### src/rtl/mlp_result_argmax.sv
`default_nettype none
// ============================================================================
// Module      : mlp_result_argmax
// Description : Snoops the MLP y_buf write stream, keeps a running argmax per
//               image and queues {image, class, score} results in a FIFO.
// Revision    : 1.0 - initial release
// ============================================================================
module mlp_result_argmax #(
    parameter int IN_IMG_NUM       = 10,
    parameter int NUM_CLASS        = 10,
    parameter int Y_BUF_DATA_WIDTH = 32,
    parameter int Y_BUF_ADDR_WIDTH = 32,
    parameter int FIFO_DEPTH       = 4,
    parameter int IMGW             = $clog2(IN_IMG_NUM),
    parameter int CLSW             = $clog2(NUM_CLASS)
) (
    input  logic                        clk_i,
    input  logic                        rst_i,
    input  logic                        start_i,
    input  logic                        y_buf_en_i,
    input  logic                        y_buf_wr_en_i,
    input  logic [Y_BUF_ADDR_WIDTH-1:0] y_buf_addr_i,
    input  logic [Y_BUF_DATA_WIDTH-1:0] y_buf_data_i,
    output logic                        pred_valid_o,
    input  logic                        pred_ready_i,
    output logic [IMGW-1:0]             pred_img_o,
    output logic [CLSW-1:0]             pred_class_o,
    output logic [Y_BUF_DATA_WIDTH-1:0] pred_score_o,
    output logic                        all_done_o,
    output logic                        err_o
);

    localparam int C_TOTAL = IN_IMG_NUM * NUM_CLASS;
    localparam int C_IDXW  = $clog2(C_TOTAL + 1);
    localparam int C_PTRW  = $clog2(FIFO_DEPTH);
    localparam int C_CNTW  = C_PTRW + 1;
    localparam logic [C_IDXW-1:0] C_LAST_IDX = C_IDXW'(C_TOTAL - 1);
    localparam logic [CLSW-1:0]   C_LAST_CLS = CLSW'(NUM_CLASS - 1);
    localparam logic [C_CNTW-1:0] C_FULL     = C_CNTW'(FIFO_DEPTH);

    typedef enum logic [1:0] {
        S_IDLE    = 2'd0,
        S_COLLECT = 2'd1,
        S_DRAIN   = 2'd2,
        S_DONE    = 2'd3
    } state_t;

    state_t r_state, w_state_next;

    logic [C_IDXW-1:0]           r_exp_idx;
    logic [IMGW-1:0]             r_img_cnt;
    logic [CLSW-1:0]             r_cls_cnt;
    logic [Y_BUF_DATA_WIDTH-1:0] r_max;
    logic [CLSW-1:0]             r_argcls;
    logic                        r_err;

    logic [IMGW-1:0]             r_fifo_img   [FIFO_DEPTH];
    logic [CLSW-1:0]             r_fifo_cls   [FIFO_DEPTH];
    logic [Y_BUF_DATA_WIDTH-1:0] r_fifo_score [FIFO_DEPTH];
    logic [C_PTRW-1:0]           r_wr_ptr, r_rd_ptr;
    logic [C_CNTW-1:0]           r_count, w_count_next;

    logic                        w_beat, w_addr_ok, w_collect_beat, w_beat_ok, w_beat_bad;
    logic                        w_arm, w_take_new, w_push_req, w_last_beat;
    logic                        w_pop, w_full, w_push, w_overflow;
    logic [Y_BUF_ADDR_WIDTH-1:0] w_index;
    logic [Y_BUF_DATA_WIDTH-1:0] w_win_score;
    logic [CLSW-1:0]             w_win_cls;

    assign w_beat         = y_buf_en_i & y_buf_wr_en_i;
    assign w_index        = y_buf_addr_i >> 2;
    assign w_addr_ok      = (y_buf_addr_i[1:0] == 2'b00) &&
                            (w_index == Y_BUF_ADDR_WIDTH'(r_exp_idx));
    assign w_collect_beat = (r_state == S_COLLECT) && w_beat;
    assign w_beat_ok      = w_collect_beat && w_addr_ok;
    assign w_beat_bad     = w_collect_beat && !w_addr_ok;
    assign w_arm          = start_i && ((r_state == S_IDLE) || (r_state == S_DONE));

    // Strict greater-than: on a tie the earlier (lower) class keeps the win.
    assign w_take_new  = (r_cls_cnt == '0) || ($signed(y_buf_data_i) > $signed(r_max));
    assign w_win_score = w_take_new ? y_buf_data_i : r_max;
    assign w_win_cls   = w_take_new ? r_cls_cnt : r_argcls;

    assign w_push_req  = w_beat_ok && (r_cls_cnt == C_LAST_CLS);
    assign w_last_beat = w_beat_ok && (r_exp_idx == C_LAST_IDX);

    assign pred_valid_o = (r_count != '0);
    assign w_pop        = pred_valid_o && pred_ready_i;
    assign w_full       = (r_count == C_FULL);
    // A pop on the same edge frees the slot, so a full FIFO can still take a push.
    assign w_push       = w_push_req && (!w_full || w_pop);
    assign w_overflow   = w_push_req && w_full && !w_pop;

    always_comb begin
        w_count_next = r_count;
        if (w_push && !w_pop) begin
            w_count_next = r_count + C_CNTW'(1);
        end else if (!w_push && w_pop) begin
            w_count_next = r_count - C_CNTW'(1);
        end
    end

    always_ff @(posedge clk_i or posedge rst_i) begin
        if (rst_i) begin
            r_state <= S_IDLE;
        end else begin
            r_state <= w_state_next;
        end
    end

    always_comb begin
        w_state_next = r_state;
        case (r_state)
            S_IDLE:    if (start_i) w_state_next = S_COLLECT;
            S_COLLECT: if (w_last_beat) w_state_next = S_DRAIN;
            S_DRAIN:   if (w_count_next == '0) w_state_next = S_DONE;
            S_DONE:    if (start_i) w_state_next = S_COLLECT;
            default:   w_state_next = S_IDLE;
        endcase
    end

    always_ff @(posedge clk_i or posedge rst_i) begin
        if (rst_i) begin
            r_exp_idx <= '0;
            r_img_cnt <= '0;
            r_cls_cnt <= '0;
            r_max     <= '0;
            r_argcls  <= '0;
            r_err     <= 1'b0;
            r_wr_ptr  <= '0;
            r_rd_ptr  <= '0;
            r_count   <= '0;
            for (int i = 0; i < FIFO_DEPTH; i++) begin
                r_fifo_img[i]   <= '0;
                r_fifo_cls[i]   <= '0;
                r_fifo_score[i] <= '0;
            end
        end else if (w_arm) begin
            r_exp_idx <= '0;
            r_img_cnt <= '0;
            r_cls_cnt <= '0;
            r_err     <= 1'b0;
            r_wr_ptr  <= '0;
            r_rd_ptr  <= '0;
            r_count   <= '0;
        end else begin
            if (w_beat_ok) begin
                r_max     <= w_win_score;
                r_argcls  <= w_win_cls;
                r_exp_idx <= r_exp_idx + C_IDXW'(1);
                if (r_cls_cnt == C_LAST_CLS) begin
                    r_cls_cnt <= '0;
                    r_img_cnt <= r_img_cnt + IMGW'(1);
                end else begin
                    r_cls_cnt <= r_cls_cnt + CLSW'(1);
                end
            end
            if (w_beat_bad || w_overflow) begin
                r_err <= 1'b1;
            end
            if (w_push) begin
                r_fifo_img[r_wr_ptr]   <= r_img_cnt;
                r_fifo_cls[r_wr_ptr]   <= w_win_cls;
                r_fifo_score[r_wr_ptr] <= w_win_score;
                r_wr_ptr               <= r_wr_ptr + C_PTRW'(1);
            end
            if (w_pop) begin
                r_rd_ptr <= r_rd_ptr + C_PTRW'(1);
            end
            r_count <= w_count_next;
        end
    end

    assign pred_img_o   = r_fifo_img[r_rd_ptr];
    assign pred_class_o = r_fifo_cls[r_rd_ptr];
    assign pred_score_o = r_fifo_score[r_rd_ptr];
    assign all_done_o   = (r_state == S_DONE);
    assign err_o        = r_err;

endmodule
`default_nettype wire

### config.mk
export PLATFORM = sky130hd
export DESIGN_NAME = mlp_result_argmax
export DESIGN_NICKNAME = d
export VERILOG_FILES = /design/src/rtl/mlp_result_argmax.sv
export SDC_FILE = /design/constraint.sdc
export NUM_CORES = 1
export LEC_CHECK = 0
export BUFFER_PORTS_ARGS = -buffer_cell sky130_fd_sc_hd__buf_4
export CORE_ASPECT_RATIO = 2
export CORE_MARGIN = 2
export CORE_UTILIZATION = 26
export CTS_BUF_LIST = sky130_fd_sc_hd__clkbuf_4
export DETAILED_ROUTE_END_ITERATION = 16
export GPL_TIMING_DRIVEN = 0
export SLEW_MARGIN = 5
export SYNTH_ARGS = -nofsm -noshare
export SYNTH_HDL_FRONTEND = slang
export SYNTH_SLANG_ARGS = --single-unit
### constraint.sdc
create_clock -name clk_i -period 7.3 [get_ports clk_i]
set_input_delay 0.365 -clock clk_i [delete_from_list [all_inputs] [get_ports clk_i]]
set_output_delay 0.365 -clock clk_i [all_outputs]
set_load 0.05 [all_outputs]
-- After elaboration in Yosys (flattened, before gate mapping)
Index checks and enable logic that the tools add are counted.
- flip-flop bits (word level): 221
- input port bits: 70
- output and inout bits: 43
- logic and storage cells: 123
- add/sub/neg operators: 7
- order comparisons: 4
- equality and inequality tests: 10
- muxes and demuxes: 39
- bitwise gates (word level): 4
- reduce and logical (&&, ||, !) cells: 37
- operator list (operator ; number):
    $bwmux 128 ; 1
    $mux 32 ; 4
    $bmux 32 s2 ; 1
    $demux 32 s2 ; 1
    $mux 4 ; 12
    $bwmux 16 ; 2
    $gt 32x32->1 ; 1
    $eq 30x7->1 ; 1
    $bmux 4 s2 ; 2
    $logic_and 1x1->1 ; 14
    $mux 2 ; 7
    $mux 7 ; 2
    $reduce_bool 2->1 ; 5
    $mux 3 ; 3
    $add 4x1->4 const B ; 2
    $demux 4 s2 ; 1
    $add 7x1->7 const B ; 1
    $eq 7x7->1 const B ; 1
    $ge 3x3->1 const B ; 2
    $not 2->3 ; 2
    $pmux 2 s3 ; 1
    $reduce_and 2->1 ; 3
    $add 2x1->2 const B ; 2
    $eq 2x2->1 const B ; 2
    19 further kinds ; 28

-- Logic depth before layout (Yosys ltp)
- depth in word-level cells: 12
- gate-level depth with buffers: 12

-- Worst setup path after synthesis
Ideal clock, no wire load.
- path kind: in2reg
- start point: input port y_buf_data_i[29]
- end point: register r_fifo_score[100] (netlist bit)
- setup time: 125 ps
- arrival time: 3007 ps
- required time: 7175 ps
- slack: 4169 ps
- stages: 11
- cell sequence: ha_1 -> nand4_1 -> nor4_1 -> and2_1 -> nand2b_1 -> o21ai_0 -> o221a_2 -> clkbuf_1 -> clkbuf_1 -> mux2_2 -> mux2_2
- cells in the longest elaborated chain, start to end: 4
- RTL lines (item ; RTL line ; source):
    start: declaration ; 23 ; input logic [Y_BUF_DATA_WIDTH-1:0] y_buf_data_i,
    $gt 32x32->1 ; 80 ; assign w_take_new = (r_cls_cnt == '0) || ($signed(y_buf_data_i) > $signed(r_max));
    $logic_or 1x1->1 ; 80 ;
    $mux 32 ; 81 ; assign w_win_score = w_take_new ? y_buf_data_i : r_max;
    $bwmux 128 ; 164 ; r_fifo_score[r_wr_ptr] <= w_win_score;
    end signal: indexed assignment ; 164 ;
    end: declaration ; 59 ; logic [Y_BUF_DATA_WIDTH-1:0] r_fifo_score [FIFO_DEPTH];
Every way passes these cells.
A chain may end at the register's enable or synchronous reset.

-- Worst setup path after layout
- start point: register r_max[31]
- end point: register r_fifo_score[36] (netlist bit)
- cells in the longest elaborated chain, start to end: 4
- RTL lines (item ; RTL line ; source):
    start: declaration ; 53 ; logic [Y_BUF_DATA_WIDTH-1:0] r_max;
    start signal: assignment ; 148 ; r_max <= w_win_score;
    $gt 32x32->1 ; 80 ;
    $logic_or 1x1->1 ; 80 ;
    $mux 32 ; 81 ;
    $bwmux 128 ; 164 ;
Every way passes these cells.

==> flow_metrics.py <==
metrics = {
    "die": {
        "num_rows": 108,
        "die_y_um": 301,
        "initial_utilization_pct": 26.4,
        "fp.dieArea_sq_um": 45900,
        "die_w_um": 153,
        "io_pins": 113,
        "core-area_sq_um": 43500,
    },
    "timing": {
        "slew_viol_final": 0,
        "tightest_slew_ps": 1130,
        "setup_violations": 0,
        "period_minus_slack_ps": 4110,
        "finalClockSkew_ps": 46.9,
        "fmax_mhz": 243,
        "max_slew_margin_pct": 24.1,
        "final_hold_viol_count": 0,
        "post-route-period-util_pct": 56.3,
        "rsz0062_at_grt": "false",
    },
    "detailed_routing": {
        "first_iter_violations": 292,
        "routed_via_density": 4.67,
        "wl_um": 29200,
        "drt_first_pass_iters": 5,
        "vias": 7732,
        "wl_per_cell_um": 17.7,
        "antenna_left": 0,
        "drc_errors": 0,
    },
    "finish": {
        "area.sequential_sq_um": 5530,
        "layout.nets": 1185,
        "drive_gt1_share_pct": 43.5,
        "utilization_pct": 32.2,
        "final_cells": 1654,
        "fill_cells": 4395,
        "syn2layout_area_growth_pct": 22.1,
        "multi_input_area_sq_um": 5470,
    },
    "clock_tree": {
        "cts-htree-levels": 2,
        "post-cts-setup-buffers": 0,
        "clk_latency_ps": 690,
        "cts_tree": "built",
        "root_buffer": "clkbuf_4",
        "ctsResizeCount": 0,
        "clock-sinks": 221,
        "clk_pin_slew_ps": 80,
        "clock_path_buffers": 3,
        "numCtsBuffers": 51,
    },
    "synth": {
        "synth_compound_gate_area_share_pct": 3.87,
        "ys_async_sr_fraction_pct": 100,
        "ys_seq_area_share_pct": 48.2,
        "synth_area_sq_um": 11500,
        "synth_cells": 868,
        "synth_flop_cell": "dfrtp_1",
        "synth_most_common_cell": "dfrtp_1",
        "yosysUniqueCellTypes": 47,
        "synth_mux_area_share_pct": 30.3,
        "ys_ff_latch": 221,
        "synthXorXnorAreaFrac_pct": 1.60,
        "synth-edff-count": 0,
        "yosys.area_share.simple_pct": 6.62,
        "synthAdderAreaFrac_pct": 5.24,
        "yosys-top-cells-count": "dfrtp_1 (221), mux2_2 (216), ha_1 (48), inv_1 (44), o21ai_0 (42)",
        "synth_top_area_cell": "dfrtp_1",
        "synth_nets": 986,
        "synth_top_family_by_area": "multiplexers",
        "ys_warn_count": 0,
        "synth_area_leaders": "dfrtp_1 (48%), mux2_2 (21%), mux4_2 (7.9%)",
        "synth_top_area_share_pct": 48.2,
        "syn_area_per_cell_sq_um": 13.2,
    },
    "setup_path": {
        "critPathKind": "reg2reg",
        "cp_max_fo": 10,
        "path_delay_family": "buffers and inverters",
        "critPathRequiredTime_ps": 7870,
        "cp_cell_sequence": "inv_1 -> ha_1 -> nand2_1 -> nor4_1 -> and2_1 -> nand2b_1 -> o21ai_0 -> o221a_2 -> clkbuf_1 -> clkbuf_1 -> mux2_2 -> mux2_2",
        "critical_path.endpoint_type": "register",
        "crit_buf_inv": 3,
        "crit_arrival_ps": 4680,
        "worst_setup_path_start_kind": "register",
        "crit_slowest_cell": "clkbuf_1",
        "cpPeakStageDelay_ps": 560,
    },
    "global_routing": {
        "grt_pass1_vias": 8611,
        "antenna_found_initial": 5,
        "grt_pass1_wl_um": 46900,
        "grt_overflow_total": 0,
        "grtUsageTotal_pct": 12.9,
        "grt_max_degree": 112,
    },
    "pwr": {
        "power_uw": 2830,
        "power.density_nw_per_um2": 202,
        "vdd_drop_max_uv": 148,
        "power.leakage_uw": 0.00653,
    },
    "hold_path": {
        "hold_path.class": "in2reg",
    },
    "outcome": {
        "outcome": "completed",
    },
    "placed_design": {
        "dp.cells": 1531,
        "dpl.hpwl_um": 21500,
        "io_buffer_count": 112,
        "place.gp.congestion": 0.772,
    },
    "job": {
        "cap_violations": 0,
    },
}
-- metal layers --
metal,vias to the layer above,wire length [um],global-route usage (%)
li1,3570,-,-
met1,3903,10700,13.3
met2,186,16200,25.1
met3,69,1020,1.81
met4,4,1330,6.83
met5,-,21,0
-- cells in the final DEF, fill, tap and decap left out, drive strengths merged, types with 2 or more instances in the layout --
master       instances
nand2               31
clkinv              10
ha                  48
nor3                 4
nor4                11
a32o                 2
or3                  6
mux2i                8
nand2b               4
or4                  2
o21ai               42
xnor2               14
nand4               15
inv                 45
diode                4
nor2                38
mux2               222
dlygate4sd3         33
nand3               12
mux4                40
nor3b                5
and2                 5
xor2                 7
a21oi               23
clkbuf              90
buf                143
dfrtp              221
o31ai                2
-- layout make-up --
class | count | area share (%)
repair buffers | 146 | 8.56
flip-flops and latches | 221 | 39.5
clock inverters | 12 | 0.527
diodes | 4 | 0.0715
plain buffers | 46 | 2.19
clock buffers | 74 | 3.97
well taps | 550 | 4.91
multi-input cells | 557 | 39.1
inverters | 44 | 1.23
-- what timing repair did --
item                       CTS  global route
hold buffers                33             0
hold endpoints to repair   142             0
setup endpoints to repair    0             0
-- worst paths after layout --
path / start / endpoint / slack, ps / cells after the start
max: r_max[31] / r_fifo_score[36] / 3190 / 12
min: start_i / r_cls_cnt[2] / 110 / 4
max reg2reg: r_max[31] / r_fifo_score[36] / 3190 / 12
min reg2reg: r_fifo_img[6] / r_fifo_img[6] / 490 / 1
max in group asynchronous: rst_i / r_fifo_img[8] / 5800 / 4
min in group asynchronous: rst_i / r_max[16] / 380 / 3
-- where the power goes --
| part | switching, uW | internal (uW) |
|---|---|---|
| sequential | 20.2 | 1250 |
| clock | 496 | 497 |
| combinational | 348 | 221 |
-- worst reg2reg max path: cells and delay by family (launching register included) --
kind	cells	cell delay, ps
DFF	1	350
buffers and inverters	3	1170
muxes	2	750
adders and majority gates	1	390
and+or+nand+nor	4	870
AOI/OAI and AO/OA	2	460
-- kinds of logic (layout without fill, tap and decap cells) --
group                      after synthesis  after routing
xor gates and xnor gates                21             21
AOI/OAI and AO/OA                       79             79
buffers and inverters                   90            322
DFF                                    221            221
muxes                                  270            270
adders and majority gates               48             48
and+or+nand+nor                        139            139
other                                    0              4
-- sequential cells by signal (all words and copies together) (netlist names) --
register,cells
err_o,1
r_wr_ptr,2
r_img_cnt,4
r_cls_cnt,4
r_rd_ptr,2
r_argcls,4
r_fifo_cls,16
r_state,2
r_max,32
r_fifo_img,16
r_fifo_score,128
r_exp_idx,7
r_count,3
-- through the flow --
| step | area (sq um) | TNS (ps) | setup slack [ps] | hold slack [ps] |
|---|---|---|---|---|
| 6_report | 14000 | 0 | 3190 | 115 |
| 5_1_grt | 14000 | 0 | 2900 | 96.7 |
| 4_1_cts | 14000 | 0 | 3130 | 35.9 |
| 3_5_place_dp | 13000 | 0 | 3040 | 475 |
| 3_3_place_gp | 13000 | -358880 | -1680 | 462 |
| 2_1_floorplan | 11500 | 0 | 886 | 452 |
Note: power is estimated with default switching activity, not from simulation.
